### src/rtl/line_fill_engine.sv
//------------------------------------------------------------------------------
// Module   : line_fill_engine
// Brief    : Read-side AXI burst engine. Accepts one cache-line fill request,
//            issues a single INCR burst of BEATS beats on AR, assembles the R
//            beats into one line and returns it on a valid/ready port.
// Revision : 1.0 - initial release
//------------------------------------------------------------------------------
`default_nettype none

module line_fill_engine #(
  parameter int                    ID_WIDTH   = 13,
  parameter int                    ADDR_WIDTH = 64,
  parameter int                    DATA_WIDTH = 64,
  parameter int                    BEATS      = 16,
  parameter logic [ID_WIDTH-1:0]   REQ_ID     = '0
) (
  input  logic                         clk,
  input  logic                         reset,

  // Fill request from the cache bus arbiter
  input  logic                         req_valid,
  output logic                         req_ready,
  input  logic [ADDR_WIDTH-1:0]        req_addr,

  // Assembled line back to the arbiter
  output logic                         resp_valid,
  input  logic                         resp_ready,
  output logic [DATA_WIDTH*BEATS-1:0]  resp_data,
  output logic                         resp_err,

  // AXI read address channel
  output logic [ID_WIDTH-1:0]          m_axi_arid,
  output logic [ADDR_WIDTH-1:0]        m_axi_araddr,
  output logic [7:0]                   m_axi_arlen,
  output logic [2:0]                   m_axi_arsize,
  output logic [1:0]                   m_axi_arburst,
  output logic                         m_axi_arlock,
  output logic [3:0]                   m_axi_arcache,
  output logic [2:0]                   m_axi_arprot,
  output logic                         m_axi_arvalid,
  input  logic                         m_axi_arready,

  // AXI read data channel
  input  logic [ID_WIDTH-1:0]          m_axi_rid,
  input  logic [DATA_WIDTH-1:0]        m_axi_rdata,
  input  logic [1:0]                   m_axi_rresp,
  input  logic                         m_axi_rlast,
  input  logic                         m_axi_rvalid,
  output logic                         m_axi_rready
);

  //----------------------------------------------------------------------------
  // Derived constants
  //----------------------------------------------------------------------------
  // Beat counter width; a one-beat line still gets a 1-bit counter.
  localparam int c_BEAT_BITS   = (BEATS > 1) ? $clog2(BEATS) : 1;
  // Byte offset bits inside one line (7 for 16 x 64-bit beats).
  localparam int c_OFFSET_BITS = $clog2(BEATS * DATA_WIDTH / 8);
  // AXI size encoding of one beat (bytes per beat as a power of two).
  localparam int c_ARSIZE      = $clog2(DATA_WIDTH / 8);

  localparam logic [c_BEAT_BITS-1:0] c_LAST_BEAT = c_BEAT_BITS'(BEATS - 1);
  localparam logic [ADDR_WIDTH-1:0]  c_LINE_MASK = {ADDR_WIDTH{1'b1}} << c_OFFSET_BITS;

  //----------------------------------------------------------------------------
  // State encoding
  //----------------------------------------------------------------------------
  localparam logic [1:0] S_IDLE = 2'd0;  // waiting for a fill request
  localparam logic [1:0] S_ADDR = 2'd1;  // AR beat outstanding
  localparam logic [1:0] S_DATA = 2'd2;  // collecting R beats
  localparam logic [1:0] S_RESP = 2'd3;  // line waiting for the consumer

  logic [1:0]             r_state;
  logic [1:0]             w_next_state;

  logic [ADDR_WIDTH-1:0]  r_araddr;
  logic [c_BEAT_BITS-1:0] r_beat_cnt;
  logic                   r_err;

  logic                   w_req_accept;
  logic                   w_beat_fire;
  logic                   w_last_slot;
  logic                   w_beat_err;
  logic                   w_data_done;

  //----------------------------------------------------------------------------
  // Handshake and beat qualification
  //----------------------------------------------------------------------------
  assign w_req_accept = (r_state == S_IDLE) && req_valid;
  // rready is decoded from S_DATA, so a beat is taken exactly when rvalid
  // arrives while in DATA; beats presented in any other state are ignored.
  assign w_beat_fire  = (r_state == S_DATA) && m_axi_rvalid;
  assign w_last_slot  = (r_beat_cnt == c_LAST_BEAT);

  // A beat is bad if the slave flags an error, answers with a foreign ID, or
  // places rlast anywhere other than the final slot (early or missing).
  assign w_beat_err   = (m_axi_rresp != 2'b00)
                      || (m_axi_rid != REQ_ID)
                      || (m_axi_rlast != w_last_slot);

  // The burst ends on the final slot or on the first rlast, whichever wins;
  // an early rlast leaves the remaining slots holding the previous line.
  assign w_data_done  = w_beat_fire && (w_last_slot || m_axi_rlast);

  //----------------------------------------------------------------------------
  // FSM
  //----------------------------------------------------------------------------
  // State register; reset abandons any burst in flight.
  always_ff @(posedge clk or negedge reset) begin
    if (!reset) begin
      r_state <= S_IDLE;
    end else begin
      r_state <= w_next_state;
    end
  end

  // Next-state decode.
  always_comb begin
    w_next_state = r_state;
    case (r_state)
      S_IDLE: if (req_valid)     w_next_state = S_ADDR;
      S_ADDR: if (m_axi_arready) w_next_state = S_DATA;
      S_DATA: if (w_data_done)   w_next_state = S_RESP;
      S_RESP: if (resp_ready)    w_next_state = S_IDLE;
      default:                   w_next_state = S_IDLE;
    endcase
  end

  // Handshake outputs decoded from state alone, keeping inputs off output paths.
  always_comb begin
    req_ready     = 1'b0;
    m_axi_arvalid = 1'b0;
    m_axi_rready  = 1'b0;
    resp_valid    = 1'b0;
    case (r_state)
      S_IDLE:  req_ready     = 1'b1;
      S_ADDR:  m_axi_arvalid = 1'b1;
      S_DATA:  m_axi_rready  = 1'b1;
      S_RESP:  resp_valid    = 1'b1;
      default: req_ready     = 1'b0;
    endcase
  end

  //----------------------------------------------------------------------------
  // Datapath
  //----------------------------------------------------------------------------
  // Line-aligned address latched on acceptance; held stable through ADDR.
  always_ff @(posedge clk or negedge reset) begin
    if (!reset) begin
      r_araddr <= '0;
    end else if (w_req_accept) begin
      r_araddr <= req_addr & c_LINE_MASK;
    end
  end

  // Beat counter: cleared per fill, advanced per accepted beat, wraps naturally.
  always_ff @(posedge clk or negedge reset) begin
    if (!reset) begin
      r_beat_cnt <= '0;
    end else if (w_req_accept) begin
      r_beat_cnt <= '0;
    end else if (w_beat_fire) begin
      r_beat_cnt <= r_beat_cnt + c_BEAT_BITS'(1);
    end
  end

  // Sticky error flag, cleared when a new fill is accepted.
  always_ff @(posedge clk or negedge reset) begin
    if (!reset) begin
      r_err <= 1'b0;
    end else if (w_req_accept) begin
      r_err <= 1'b0;
    end else if (w_beat_fire) begin
      r_err <= r_err | w_beat_err;
    end
  end

  // One register per beat slot; a slot only changes when its beat arrives, so
  // the previous line persists until overwritten by the next fill.
  for (genvar gi = 0; gi < BEATS; gi++) begin : g_slot
    logic [DATA_WIDTH-1:0] r_slot;

    // Capture the beat whose counter value selects this slot.
    always_ff @(posedge clk or negedge reset) begin
      if (!reset) begin
        r_slot <= '0;
      end else if (w_beat_fire && (r_beat_cnt == c_BEAT_BITS'(gi))) begin
        r_slot <= m_axi_rdata;
      end
    end

    assign resp_data[gi*DATA_WIDTH +: DATA_WIDTH] = r_slot;
  end

  //----------------------------------------------------------------------------
  // Output assignments
  //----------------------------------------------------------------------------
  assign resp_err      = r_err;

  assign m_axi_arid    = REQ_ID;
  assign m_axi_araddr  = r_araddr;
  assign m_axi_arlen   = 8'(BEATS - 1);
  assign m_axi_arsize  = 3'(c_ARSIZE);
  assign m_axi_arburst = 2'b01;
  assign m_axi_arlock  = 1'b0;
  assign m_axi_arcache = 4'b0000;
  assign m_axi_arprot  = 3'b000;

endmodule

`default_nettype wire

### config.mk
export PLATFORM = sky130hd
export DESIGN_NAME = line_fill_engine
export DESIGN_NICKNAME = d
export VERILOG_FILES = /design/src/rtl/line_fill_engine.sv
export SDC_FILE = /design/constraint.sdc
export NUM_CORES = 1
export LEC_CHECK = 0
export CAP_MARGIN = 5
export CORE_AREA = 3 3 498 500
export CTS_BUF_LIST = sky130_fd_sc_hd__clkbuf_8
export DETAILED_ROUTE_END_ITERATION = 10
export DIE_AREA = 0 0 501 503
export HOLD_SLACK_MARGIN = 0.15
export SLEW_MARGIN = 20
export SYNTH_ARGS = -nofsm -noshare
export SYNTH_HDL_FRONTEND = slang
export SYNTH_SLANG_ARGS = --single-unit
### constraint.sdc
create_clock -name clk -period 5.27 [get_ports clk]
set_input_delay 0.527 -clock clk [delete_from_list [all_inputs] [get_ports clk]]
set_output_delay 0.527 -clock clk [all_outputs]
set_load 0.005 [all_outputs]
==> impl_results.md, run 1 <==
* # nets final at 4104
* Hold slack final at 299 ps
* DR vias at 27.6k
* Mapped Area at 0.0412 mm2
* Post-synthesis mux area share at 28.0%
* Root Driver: clkbuf_8
* Most common cell after layout, fill and taps aside: clkdlybuf4s50_1
* Syn Area/Cell at 16.0 um2
* Post-synthesis compound-gate area fraction at 0.106%
* Area delta synth->final at 49.9%
* Largest family of logic cells by synthesized area: multiplexers
* Post-synth EDFFs at 0
* Post-route insts no fill at 7317
* Leakage at 0.0282 uW
* Drt wl/cell at 22.6 um
* Status: finished, final reports clean
* Area post-placement at 0.0571 mm2
* Pwr Density at 418 mW/mm2
* Worst relative slew slack at 18.7%
* Die ar. at 0.252 mm2
* First-pass DRT Iterations at 5
* Fin. max-slew vios at 0
* Routability congestion estimate at 0.810
* Setup crit start kind: register
* FF/Latch Area at 0.0272 mm2
* Max cap viols at 0
* Worst vdd rail ir drop at 0.000264 V
* Period utilization at 65.1%
* Layout cells sized above 1 at 34.0%
* CTS max path bufs at 3
* Post-DR vias/cell at 3.77
* Area of the multi-input gates at 0.0129 mm2
* Clock sinks at 1088
* Synth unique cells at 31
* Core footprint at 0.243 mm2
* Starting density of the core at 16.9%
* Min-delay worst type: in2async
* Worst EP required at 6010 ps
* Sequential area share after synthesis at 66.1%
* Synthesized instance count at 2575
* TritonCTS clock tree: done
* Peak Freq at 292 MHz
* Asr flop ratio synth at 100%
* Post-Route WL at 166000 um
* RSZ-0062 raised after global routing: no
* Final antenna-violating net count at 0
* Synth warn at 0
* Number of placement rows at 181
* Post-route cell area at 0.0617 mm2
* Horiz. Die Dim at 501 um
* Io pins at 1277
* Worst EP arrival at 4170 ps
* Setup TNS at 0 ps
* Area fraction in and, or, nand and nor cells after synthesis at 2.30%
* Main synth FF type: dfrtp_1
* Seq cells post-synth at 1088
* CTS Hold Bufs at 58
* 1st-iter DRT viols at 1365
* Dpl hpwl at 116000 um
* CTS buffer count at 190
* Post-CTS setup buffer count at 0
* Gr usage total at 12.6%
* H-Tree Depth at 4
* Tmin final at 3430 ps
* Endpoint class of the critical path: register
* Cts repair resizes at 0
* Aggregate global routing overflow at 0
* Worst-Skew Late Latency at 890 ps
* Die height at 503 um
* Crit Path Max Fanout at 42
* Synth Area in XOR/XNOR at 0.0425%
* Cells after DPL at 6897
* CTS clk-pin slew, worst paths at 60 ps
* Fill count at 25.1k
* Worst slew pin tran at 1220 ps
* First-pass GRT wire length at 227000 um
* Largest net degree at the start of global routing at 152
* Initial antenna violation count at 29
* Port Buffers at 1228
* Residual DRC count at 0
* Final count of negative-setup-slack endpoints at 0
* Adder-cell area share of the yosys netlist at 0.274%
* Vias in the first global route at 29.2k
* Clock Skews at 57.1 ps
* WS Path Type: reg2reg
* Most frequent cells in the layout: clkdlybuf4s50_1, dfrtp_1, mux2_2
* Final Hold Vio Count at 0
cells in the mapped netlist (all sizes together) (2+ instances only):
master / instances / share of area [%]
a21oi: 2 / 0.024
a22oi: 2 / 0.036
buf: 126 / 1.8
clkbuf: 91 / 1.2
conb: 2 / 0.018
dfrtp: 1088 / 66
ha: 9 / 0.27
inv: 8 / 0.073
mux2: 1025 / 28
nand2: 185 / 1.7
nand3: 7 / 0.085
nor2: 10 / 0.12
nor3: 6 / 0.22
nor4: 4 / 0.061
o21ai: 2 / 0.024
area by class of cell:
type	instances	area share (%)
clock inverter	102	1.17
antenna	17	0.0689
inverter	8	0.0487
tap	3202	6.49
clock buffer	243	5.42
timing repair buffer	1356	21.8
multi-input combinational	1301	20.9
sequential	1088	44.1
critical path: stages, from the launching register on:
cell,delay [ps]
dfrtp_1,400
inv_1,110
ha_1,400
nand3_1,370
nor2_1,550
nand2_4,560
buf_4,550
mux2_2,340
per-stage QoR:
stage	util (%)	setup slack (ps)	total power [uW]
4_1_cts	25.3	1730	26300
5_1_grt	25.3	1640	27100
3_5_place_dp	23.4	1500	17800
6_report	25.4	1840	25800
3_3_place_gp	23.4	1590	17700
2_1_floorplan	-	3190	12900
routing by layer:
layer / up-vias / routed length, um / GRT usage (%) / share of wire [%]
met5: - / 0 / 0 / 0
met4: 0 / 6000 / 4.82 / 3.6
met3: 258 / 15900 / 4.67 / 9.6
met2: 1327 / 78600 / 20.9 / 47
met1: 14400 / 65200 / 14.9 / 39
li1: 11600 / - / - / -
worst paths after layout:
kind                       slack (ps)             start  cells past startpoint                    to
setup / recovery                 1840        r_state[0]                      7  g_slot[9].r_slot[60]
min in group clk                  320   m_axi_rdata[52]                      2  g_slot[9].r_slot[52]
hold / removal                    300             reset                      2  g_slot[0].r_slot[39]
hold reg to reg                   480  m_axi_araddr[55]                      2      m_axi_araddr[55]
setup reg to reg                 1840        r_state[0]                      7  g_slot[9].r_slot[60]
max in group asynchronous        3310             reset                      4  g_slot[0].r_slot[56]
report_power, final:
group | total (uW) | internal [uW] | switching [uW]
Sequential | 10900 | 9980 | 896
Clock | 8180 | 4470 | 3710
Combinational | 6760 | 4070 | 2690
Total | 25800 | 18500 | 7300
registers in the layout, summed over array words and instances (netlist names):
register,count
g_slot.r_slot,1024
r_beat_cnt,4
resp_err,1
r_state,2
m_axi_araddr,57
kinds of logic (layout without fill, tap and decap cells):
| logic type | after synthesis | count (layout) |
|---|---|---|
| compound gates | 7 | 7 |
| xor+xnor | 2 | 2 |
| fa+ha+maj | 9 | 9 |
| buf+inv | 225 | 1709 |
| flops | 1088 | 1088 |
| mux | 1025 | 1025 |
| other cells | 2 | 58 |
| simple gates | 217 | 217 |
Note: power is estimated with default switching activity, not from simulation.
==> run 2: changes to the inputs <==
- CORE_AREA: 3 3 498 500 -> 3 3 503 505
- DIE_AREA: 0 0 501 503 -> 0 0 506 508
- clock period: 5.27 -> 3.5 ns (I/O delays scaled with it)
==> run 2 against run 1 <==
  * Largest power group unchanged
  * Critical endpoint is now resp_err
  * Wire length rose by 3.1%
  * Sequential cell count did not move
  * Design area increased by 1.2%
  * Global-route usage increased by 0.15 points
  * Critical path depth fell by 1
  * Combinational power rose by 54%
==> impl_results.md, run 2 (synthesis gave the netlist of run 1 again) <==
* Status: finished, final reports clean
* Tmin final at 3090 ps
* First-pass DRT Iterations at 5
* 1st-iter DRT viols at 1727
* Area delta synth->final at 51.7%
* Area post-placement at 0.0577 mm2
* Post-Route WL at 171000 um
* Post-route insts no fill at 7465
* FF/Latch Area at 0.0272 mm2
* Worst-case reg-to-reg path depth at 6
* Initial antenna violation count at 38
* WS Path Type: reg2reg
* Clock Skews at 53.5 ps
* Core footprint at 0.249 mm2
* Min-delay worst type: in2reg
* H-Tree Depth at 4
* Number of placement rows at 183
* Routability congestion estimate at 0.856
* Most frequent cells in the layout: clkdlybuf4s50_1, dfrtp_1, mux2_2
* Leakage at 0.0284 uW
* Setup TNS at 0 ps
* Horiz. Die Dim at 506 um
* First-pass GRT wire length at 234000 um
* Crit Path Max Fanout at 11
* Io pins at 1277
* Root Driver: clkbuf_8
* Starting density of the core at 16.6%
* Post-route cell area at 0.0624 mm2
* Worst vdd rail ir drop at 0.000428 V
* DR vias at 27.9k
* Worst relative slew slack at 18.3%
* Hold Path Cell Cnt at 2
* Final Hold Vio Count at 0
* Post-DR vias/cell at 3.74
* Setup crit start kind: register
* Die height at 508 um
* Max FFs per register at 1024
* Largest net degree at the start of global routing at 94
* Post-CTS setup buffer count at 0
* Vias in the first global route at 29.7k
* CTS max path bufs at 3
* CTS clk-pin slew, worst paths at 60 ps
* # nets final at 4145
* Drt wl/cell at 22.9 um
* Layout cells sized above 1 at 34.2%
* RSZ-0062 raised after global routing: no
* Die ar. at 0.257 mm2
* Dpl hpwl at 119000 um
* Cts repair resizes at 0
* TritonCTS clock tree: done
* Port Buffers at 1228
* Worst EP arrival at 3870 ps
* CTS buffer count at 191
* Most common cell after layout, fill and taps aside: clkdlybuf4s50_1
* Endpoint class of the critical path: register
* Max cap viols at 0
* Biggest register: g_slot.r_slot
* Pwr Density at 626 mW/mm2
* CTS Hold Bufs at 71
* Fin. max-slew vios at 0
* Period utilization at 88.3%
* Fill count at 25.9k
* Residual DRC count at 0
* Cells after DPL at 7051
* Aggregate global routing overflow at 0
* Worst slew pin tran at 1220 ps
* Reg2Reg Setup Slack at 410 ps
* Gr usage total at 12.8%
* Peak Freq at 323 MHz
* Final count of negative-setup-slack endpoints at 0
* Worst-Skew Late Latency at 890 ps
* Final antenna-violating net count at 0
* Worst EP required at 4270 ps
* Area of the multi-input gates at 0.0129 mm2
* Clock sinks at 1088
==> run 2: cell count changes in the layout (fill, tap and decap cells not counted), moves of 4 or more <==
cell	delta
buf_4	+7
buf_2	-6
clkinv_2	-7
clkdlybuf4s50_1	+6
clkbuf_8	+4
diode_2	-4
inv_1	-11
buf_12	+20
dlygate4sd3_1	+13
==> run 2: cell type report <==
type | count | area share (%)
diodes | 13 | 0.0521
clock buffers | 247 | 5.44
clock inverters | 82 | 1.01
inverters | 8 | 0.0481
multi-input cells | 1301 | 20.6
flip-flops and latches | 1088 | 43.6
well taps | 3330 | 6.67
repair buffers | 1396 | 22.5
==> run 2: worst max-delay path: stages, from the launching register on <==
cell	delay (ps)
dfrtp_1	780
nand3_1	330
ha_1	410
nor4_1	250
nand4_1	350
a22o_1	300
dlygate4sd3_1	540
==> run 2: power by group <==
part / internal (uW) / switching, uW
logic: 6220 / 4130
registers: 15000 / 1350
clock network: 6730 / 5610
==> run 2: per-layer routing <==
layer	global-route usage [%]	vias up	wire (um)
met5	0	-	25
met4	5.63	4	7080
met3	4.49	294	16200
met2	21.1	1382	80600
met1	15.0	14600	66900
li1	-	11700	-
==> run 2: final timing paths <==
| check | startpoint | end |
|---|---|---|
| setup / recovery | r_beat_cnt[3] | resp_err |
| hold / removal | m_axi_rdata[1] | g_slot[2].r_slot[1] |
| setup reg to reg | r_beat_cnt[3] | resp_err |
| hold reg to reg | m_axi_araddr[48] | m_axi_araddr[48] |
| max in group asynchronous | reset | g_slot[9].r_slot[16] |
| min in group asynchronous | reset | g_slot[2].r_slot[45] |
==> run 2: stage by stage <==
stage | hold slack, ps | total power [uW] | setup WS, ps | util [%]
floorplan | 54.4 | 19500 | 1420 | -
CTS | 164 | 39700 | 220 | 25.1
global placement | 443 | 26700 | 693 | 23.2
global route | 205 | 41000 | 237 | 25.1
finish | 288 | 39100 | 409 | 25.1
detailed placement | 453 | 26900 | 678 | 23.2
==> run 3: changes to the inputs <==
- CTS_CLUSTER_SIZE: default -> 25
==> results of run 3 <==
The final DEF is identical to that of run 2; final timing and power are the same.
